## src/rtl/mult_ctrl_unit_if.sv

```systemverilog
// Control/strobe bundle between the multiplier sequencer and its register file.
// Run is a level request: a multiply starts when Run is seen high in IDLE, Done holds until Run drops.
interface mult_ctrl_unit_if #(
    parameter int WIDTH = 8
);
    localparam int IW = (WIDTH > 1) ? $clog2(WIDTH) : 1;

    logic          Run;
    logic          ClearA_LoadB;
    logic          M;
    logic          Clr_Ld;
    logic          Clr_AX;
    logic          Add;
    logic          Sub;
    logic          Shift;
    logic          Busy;
    logic          Done;
    logic [IW-1:0] Iter;
    logic [2:0]    state_dbg;

    modport master (
        output Run, ClearA_LoadB, M,
        input  Clr_Ld, Clr_AX, Add, Sub, Shift, Busy, Done, Iter, state_dbg
    );

    modport slave (
        input  Run, ClearA_LoadB, M,
        output Clr_Ld, Clr_AX, Add, Sub, Shift, Busy, Done, Iter, state_dbg
    );
endinterface

```

## src/rtl/mult_ctrl_unit.sv

```systemverilog
// Sequencer for the signed shift-add multiplier: WIDTH add/shift pairs, subtract on the sign bit.
// Optional MULT_CTRL_SKIP_ZERO_EN: a zero multiplier bit is handled with a single shift cycle.
module mult_ctrl_unit #(
    parameter int WIDTH = 8
) (
    input  logic             Clk,
    input  logic             Reset_n,
    mult_ctrl_unit_if.slave  bus
);
    localparam int IW = (WIDTH > 1) ? $clog2(WIDTH) : 1;
    localparam logic [IW-1:0] LAST = IW'(WIDTH - 1);

    typedef enum logic [2:0] {
        S_IDLE  = 3'd0,
        S_CLRA  = 3'd1,
        S_ADD   = 3'd2,
        S_SHIFT = 3'd3,
        S_HALT  = 3'd4
    } state_t;

    state_t        state;
    state_t        state_nxt;
    logic [IW-1:0] iter;
    logic [IW-1:0] iter_nxt;
    logic          clr_ld;
    logic          clr_ax;
    logic          add;
    logic          sub;
    logic          shift;
    logic          busy;
    logic          done;

    always_ff @(posedge Clk or negedge Reset_n) begin
        if (!Reset_n) begin
            state <= S_IDLE;
            iter  <= '0;
        end else begin
            state <= state_nxt;
            iter  <= iter_nxt;
        end
    end

    always_comb begin
        state_nxt = state;
        iter_nxt  = iter;
        clr_ld    = 1'b0;
        clr_ax    = 1'b0;
        add       = 1'b0;
        sub       = 1'b0;
        shift     = 1'b0;
        busy      = 1'b0;
        done      = 1'b0;
        case (state)
            S_IDLE: begin
                // Run wins over a simultaneous load request.
                if (bus.Run) state_nxt = S_CLRA;
                else         clr_ld    = bus.ClearA_LoadB;
            end
            S_CLRA: begin
                clr_ax    = 1'b1;
                busy      = 1'b1;
                iter_nxt  = '0;
                state_nxt = S_ADD;
            end
            S_ADD: begin
                busy = 1'b1;
`ifdef MULT_CTRL_SKIP_ZERO_EN
                if (!bus.M) begin
                    shift = 1'b1;
                    if (iter == LAST) state_nxt = S_HALT;
                    else              iter_nxt  = iter + 1'b1;
                end else begin
                    add       = (iter != LAST);
                    sub       = (iter == LAST);
                    state_nxt = S_SHIFT;
                end
`else
                // The top bit carries negative weight in two's complement.
                add       = bus.M && (iter != LAST);
                sub       = bus.M && (iter == LAST);
                state_nxt = S_SHIFT;
`endif
            end
            S_SHIFT: begin
                shift = 1'b1;
                busy  = 1'b1;
                if (iter == LAST) begin
                    state_nxt = S_HALT;
                end else begin
                    iter_nxt  = iter + 1'b1;
                    state_nxt = S_ADD;
                end
            end
            S_HALT: begin
                done = 1'b1;
                if (!bus.Run) state_nxt = S_IDLE;
            end
            default: state_nxt = S_IDLE;
        endcase
    end

    // Clr_Ld is the only output fed straight from an input, so it alone needs reset gating.
    assign bus.Clr_Ld    = clr_ld & Reset_n;
    assign bus.Clr_AX    = clr_ax;
    assign bus.Add       = add;
    assign bus.Sub       = sub;
    assign bus.Shift     = shift;
    assign bus.Busy      = busy;
    assign bus.Done      = done;
    assign bus.Iter      = iter;
    assign bus.state_dbg = state;
endmodule

```

## src/flat_wrapper.sv

```systemverilog
// flat-port wrapper written by rule: the top's interface ports become plain ports
module mult_ctrl_unit_flat 
#(
    parameter int WIDTH = 8
)
  (Clk, Reset_n, bus_Run, bus_ClearA_LoadB, bus_M, bus_Clr_Ld, bus_Clr_AX, bus_Add, bus_Sub, bus_Shift, bus_Busy, bus_Done, bus_Iter, bus_state_dbg);
  mult_ctrl_unit_if #(.WIDTH(WIDTH)) bus_i ();
  input  logic Clk;
  input  logic Reset_n;
  input wire logic [$bits(bus_i.Run)-1:0] bus_Run;
  input wire logic [$bits(bus_i.ClearA_LoadB)-1:0] bus_ClearA_LoadB;
  input wire logic [$bits(bus_i.M)-1:0] bus_M;
  output wire logic [$bits(bus_i.Clr_Ld)-1:0] bus_Clr_Ld;
  output wire logic [$bits(bus_i.Clr_AX)-1:0] bus_Clr_AX;
  output wire logic [$bits(bus_i.Add)-1:0] bus_Add;
  output wire logic [$bits(bus_i.Sub)-1:0] bus_Sub;
  output wire logic [$bits(bus_i.Shift)-1:0] bus_Shift;
  output wire logic [$bits(bus_i.Busy)-1:0] bus_Busy;
  output wire logic [$bits(bus_i.Done)-1:0] bus_Done;
  output wire logic [$bits(bus_i.Iter)-1:0] bus_Iter;
  output wire logic [$bits(bus_i.state_dbg)-1:0] bus_state_dbg;
  assign bus_i.Run = bus_Run;
  assign bus_i.ClearA_LoadB = bus_ClearA_LoadB;
  assign bus_i.M = bus_M;
  assign bus_Clr_Ld = bus_i.Clr_Ld;
  assign bus_Clr_AX = bus_i.Clr_AX;
  assign bus_Add = bus_i.Add;
  assign bus_Sub = bus_i.Sub;
  assign bus_Shift = bus_i.Shift;
  assign bus_Busy = bus_i.Busy;
  assign bus_Done = bus_i.Done;
  assign bus_Iter = bus_i.Iter;
  assign bus_state_dbg = bus_i.state_dbg;
  mult_ctrl_unit #(.WIDTH(WIDTH)) u_core (.Clk(Clk), .Reset_n(Reset_n), .bus(bus_i));
endmodule
```

## config.mk

```make
export PLATFORM = sky130hd
export DESIGN_NAME = mult_ctrl_unit_flat
export DESIGN_NICKNAME = d
export VERILOG_FILES = /design/src/rtl/mult_ctrl_unit_if.sv /design/src/rtl/mult_ctrl_unit.sv /design/src/flat_wrapper.sv
export SDC_FILE = /design/constraint.sdc
export NUM_CORES = 1
export LEC_CHECK = 0
export BUFFER_PORTS_ARGS = -buffer_cell sky130_fd_sc_hd__buf_2
export CAP_MARGIN = 5
export CELL_PAD_IN_SITES_DETAIL_PLACEMENT = 0
export CELL_PAD_IN_SITES_GLOBAL_PLACEMENT = 2
export CORE_MARGIN = 10
export CORE_UTILIZATION = 22
export DETAILED_ROUTE_END_ITERATION = 16
export PLACE_DENSITY_LB_ADDON = 0.2
export SYNTH_ARGS = -nofsm -noshare
export SYNTH_HDL_FRONTEND = slang
export SYNTH_SLANG_ARGS = --single-unit
```

## constraint.sdc

```tcl
create_clock -name Clk -period 1.4 [get_ports Clk]
set_input_delay 0.14 -clock Clk [delete_from_list [all_inputs] [get_ports Clk]]
set_output_delay 0.14 -clock Clk [all_outputs]
set_load 0.01 [all_outputs]
```

# Word level (Yosys, flattened, before mapping)
# Cells that the tools add are included.
# op_classes
n_eq_ne	9
n_addsub	1
n_mux	14
bitwise	1
reduce_logical	7
# op_table
cell	n
one-hot mux 3 bit (5 select lines)	1
two-way mux 3 bit	4
two-way mux 1 bit	8
== test 3 x 2 -> 1 bit (second input constant)	2
== test 3 bit (second input constant)	2
!= test 2 bit (second input constant)	3
one-hot mux 3 bit (2 select lines)	1
AND reduction 2 bit	2
adder 3 x 1 -> 3 bit (second input constant)	1
== test 3 x 1 -> 1 bit (second input constant)	1
logical NOT 3 bit	1
!= test 3 bit (second input constant)	1
OR reduction 3 bit	1
logical AND 1 bit	2
nonzero test 2 bit	1
bitwise AND 1 bit	1
# totals
elab_cells	34
ff_bits	6
out_inout_bits	13
input_bits	5

# Depth between registers and ports, before layout
# depth
word_depth	3
ltp_mapped	5

# Least setup slack after synthesis
# OpenSTA, ideal clock, no wires.
# synth_timing
path_type	register to output
startpoint	register u_core.iter[0], in the netlist u_core.bus.Iter[0]
endpoint	output port bus_Add
path_slack_ns	-0.023
t_required_ns	1.260
arrival_time_ns	1.283
path_buffers	0
path_stages_with_launch	4
cell_sequence	dfrtp_1 -> ha_1 -> ha_1 -> nor4bb_1
# synth_via
elab_chain_cells	3
# synth_rtl
item	line_no	rtl
from (decl)	mult_ctrl_unit.sv:23	logic [IW-1:0] iter;
from (signal assigned)	mult_ctrl_unit.sv:39	iter <= iter_nxt;
!= test 3 bit	mult_ctrl_unit.sv:79	add = bus.M && (iter != LAST);
logical AND 1 bit	mult_ctrl_unit.sv:79	
two-way mux 1 bit	mult_ctrl_unit.sv:53	case (state)
to (decl)	flat_wrapper.sv:15	output wire logic [$bits(bus_i.Add)-1:0] bus_Add;
# No other way between the ends.

# Worst setup path in the final report
# Ends and elaborated chain as after synthesis.

==> key figures <==
Status
  – Outcome: finished, violations left
  – Violated checks: negative setup slack

Power
  – Leakage power: 0.267 nW
  – Combinational share of power: 0.581
  – PwrDens: 2220 nW/um^2
  – Clock power frac: 0.122
  – Cell internal pwr: 0.704 mW
  – Switching power: 0.526 mW
  – Peak VDD IR: 0.000687 V
  – Total power: 1.23 mW
  – Flop pwr share: 0.297
  – Sw frac: 0.428

CTS
  – Clk slew on worst S/H paths: 40 ps
  – H-tree levels: 1
  – Clock root buffer: clkbuf_4
  – CTS Sinks: 6
  – CTS Buf Count: 3
  – Clock Path Buffers: 2
  – Clock Latency Late Sink: 240 ps
  – CTS tree: yes

Synth
  – Synth area leader: dfrtp_1
  – Post-synth EDFFs: 0
  – Top post-synthesis cells by area: dfrtp_1 (45%), ha_1 (7.5%), and2_1 (5.6%), nor3_1 (4.5%), o21ai_0 (4.5%)
  – Top FF cell, synth: dfrtp_1
  – Syn_nets: 42
  – Synthesized area per cell: 9.51 um^2
  – Yosys reg bits: 6
  – Mapped Cells: 35
  – Count of different cell masters after synthesis: 17
  – Top-area cell type share of the netlist area: 0.451
  – Post-Syn Area: 333 um^2
  – Async set-or-reset flop fraction in the synthesized netlist: 1.00
  – Ys Warns: 0
  – Seq/Total Area, Yosys: 0.451

Worst setup path
  – CP startpoint kind: register
  – Slowest CP cell: dfrtp_1
  – Critical-path cell list: ha_2 -> ha_4 -> nor4bb_2 -> buf_2
  – Crit path max-delay family: flip-flops
  – R2r endpoint: u_core.bus.Iter[2]$_DFFE_PN0P_
  – Reg2Reg Depth: 6
  – Reg2reg start: u_core.bus.Iter[0]$_DFFE_PN0P_
  – CP endpoint kind: output pin
  – CP peak stage delay: 380 ps
  – Crit path DAT: 1410 ps
  – Worst reg2reg setup slack: 40 ps
  – CP Class: register to output pin
  – CP required: 1260 ps
  – Crit path buffers/inverters: 1
  – Crit-path max FO: 3
  – Worst setup path startpoint: u_core.bus.Iter[0]$_DFFE_PN0P_
  – CP Depth: 4

Route
  – Mean routed wirelength per cell: 14.3 um
  – Final Routed Wirelength: 1.06 mm
  – Via count: 363
  – DRT iter0 DRCs: 4
  – DRT Pass-1 Iters: 4
  – # DRC: 0
  – Via-per-instance ratio: 4.91
  – ANT nets after route: 0

Final layout
  – Non-filler instance count after layout: 74
  – Ant. Diodes: 0
  – Layout area overhead: 66.9%
  – Final-stage net count: 68
  – Most frequent cells in the layout: buf_2 (16), o21ai_2 (5), clkbuf_4 (4), dfrtp_1 (4)
  – Most common cell after layout, fill and taps aside: buf_2
  – Fin util: 0.407
  – Layout cells sized above 1: 0.661

Global routing
  – Gr usage total: 0.0641
  – First-pass GRT wire length: 1.66 mm
  – Grt ovf: 0
  – Initial antenna violation count: 0
  – Vias in the first global route: 342
  – Largest net degree at the start of global routing: 10

Timing
  – Final worst slack: -146 ps
  – Final worst-path cycle share: 1.10
  – Fin. max-slew vios: 0
  – Fin. Hold Viols: 0
  – Worst Clk Skew: 1.09 ps
  – Setup repair after global routing missed its margin: yes
  – Slew HR: 0.863
  – Final setup fails: 2
  – F_max: 647 MHz
  – Worst Tran Pin Value: 202 ps
  – Setup TNS: -175 ps
  – Min Tclk post-route: 1550 ps

Die
  – Ports: 18
  – Core box area: 1370 um^2
  – Die Area: 3470 um^2
  – Die span in x: 58.9 um
  – Number of core rows: 13
  – Initial Utilization: 0.244
  – Die Y: 58.9 um

Hold path
  – Hold path depth: 2
  – Hold_sp: bus_Run
  – WHS Endpoint: u_core.bus.state_dbg[2]$_DFFE_PN0P_
  – Min-Delay Path Class: input port to register

Placed design
  – Routability cong.: 0.691
  – Final HPWL from detailed placement: 788 um
  – DP Cell Count: 69
  – # port buffers: 17

Run
  – Max Cap Viol: 0
[sequential cells by signal, indices dropped and copies added (netlist names)]
register,count
u_core.bus.Iter,3
u_core.bus.state_dbg,3
[kinds of logic after synthesis]
kind of cell | Yosys count | synth area share
compound gates | 7 | 0.120
simple gates | 20 | 0.353
fa+ha+maj | 2 | 0.0752
flops | 6 | 0.451
[layer usage]
| metal | routed length [um] | track usage |
|---|---|---|
| met1 | 402 | 0.0667 |
| met2 | 559 | 0.0961 |
| met5 | 0 | 0 |
| met4 | 0 | 0.0492 |
| met3 | 97 | 0.0322 |
[through the flow]
| step | setup WS, ps | hold slack, ps | cell area, um^2 |
|---|---|---|---|
| floorplan | 49.0 | -156 | 339 |
| global placement | 38.7 | -29.0 | 458 |
| detailed placement | -31.9 | -27.0 | 458 |
| CTS | -176 | 161 | 517 |
| global route | -208 | 191 | 556 |
| finish | -146 | 193 | 556 |
[repair_timing]
item                                    CTS  global route
hold endpoints to repair                  6             0
resized for setup                         8            12
hold buffers                              1             0
endpoints found under the setup margin    6             6
cloned                                    0             0
pin swaps                                 0             6
setup buffers                             1             1
[cells in the mapped netlist, types with 2 or more instances]
cell / instances
dfrtp_1: 6
nor2_1: 4
and2_1: 3
nor3_1: 3
o21ai_0: 3
o21ai_1: 3
ha_1: 2
nand2_1: 2
[area by class of cell]
cell class	count	area, um^2
tap	15	18.8
fill	160	811
sequential	6	153
clock buffer	3	22.5
timing repair buffer	21	120
multi-input combinational	29	241
[power by group through the flow]
stage	Sequential [mW]	Clock [mW]	Combinational, mW
after floorplan	0.371	0	0.290
after global routing	0.379	0.171	0.812
after detailed placement	0.336	0	0.584
after CTS	0.350	0.161	0.624
final	0.366	0.150	0.715
after global placement	0.331	0	0.578
[how the worst max path moves through the flow]
| stage | end |
|---|---|
| floorplan | bus_Add |
| global placement | bus_Add |
| detailed placement | bus_Add |
| CTS | bus_Add |
| global route | bus_Add |
| finish | bus_Add |
(Power assumes the default switching activity.)
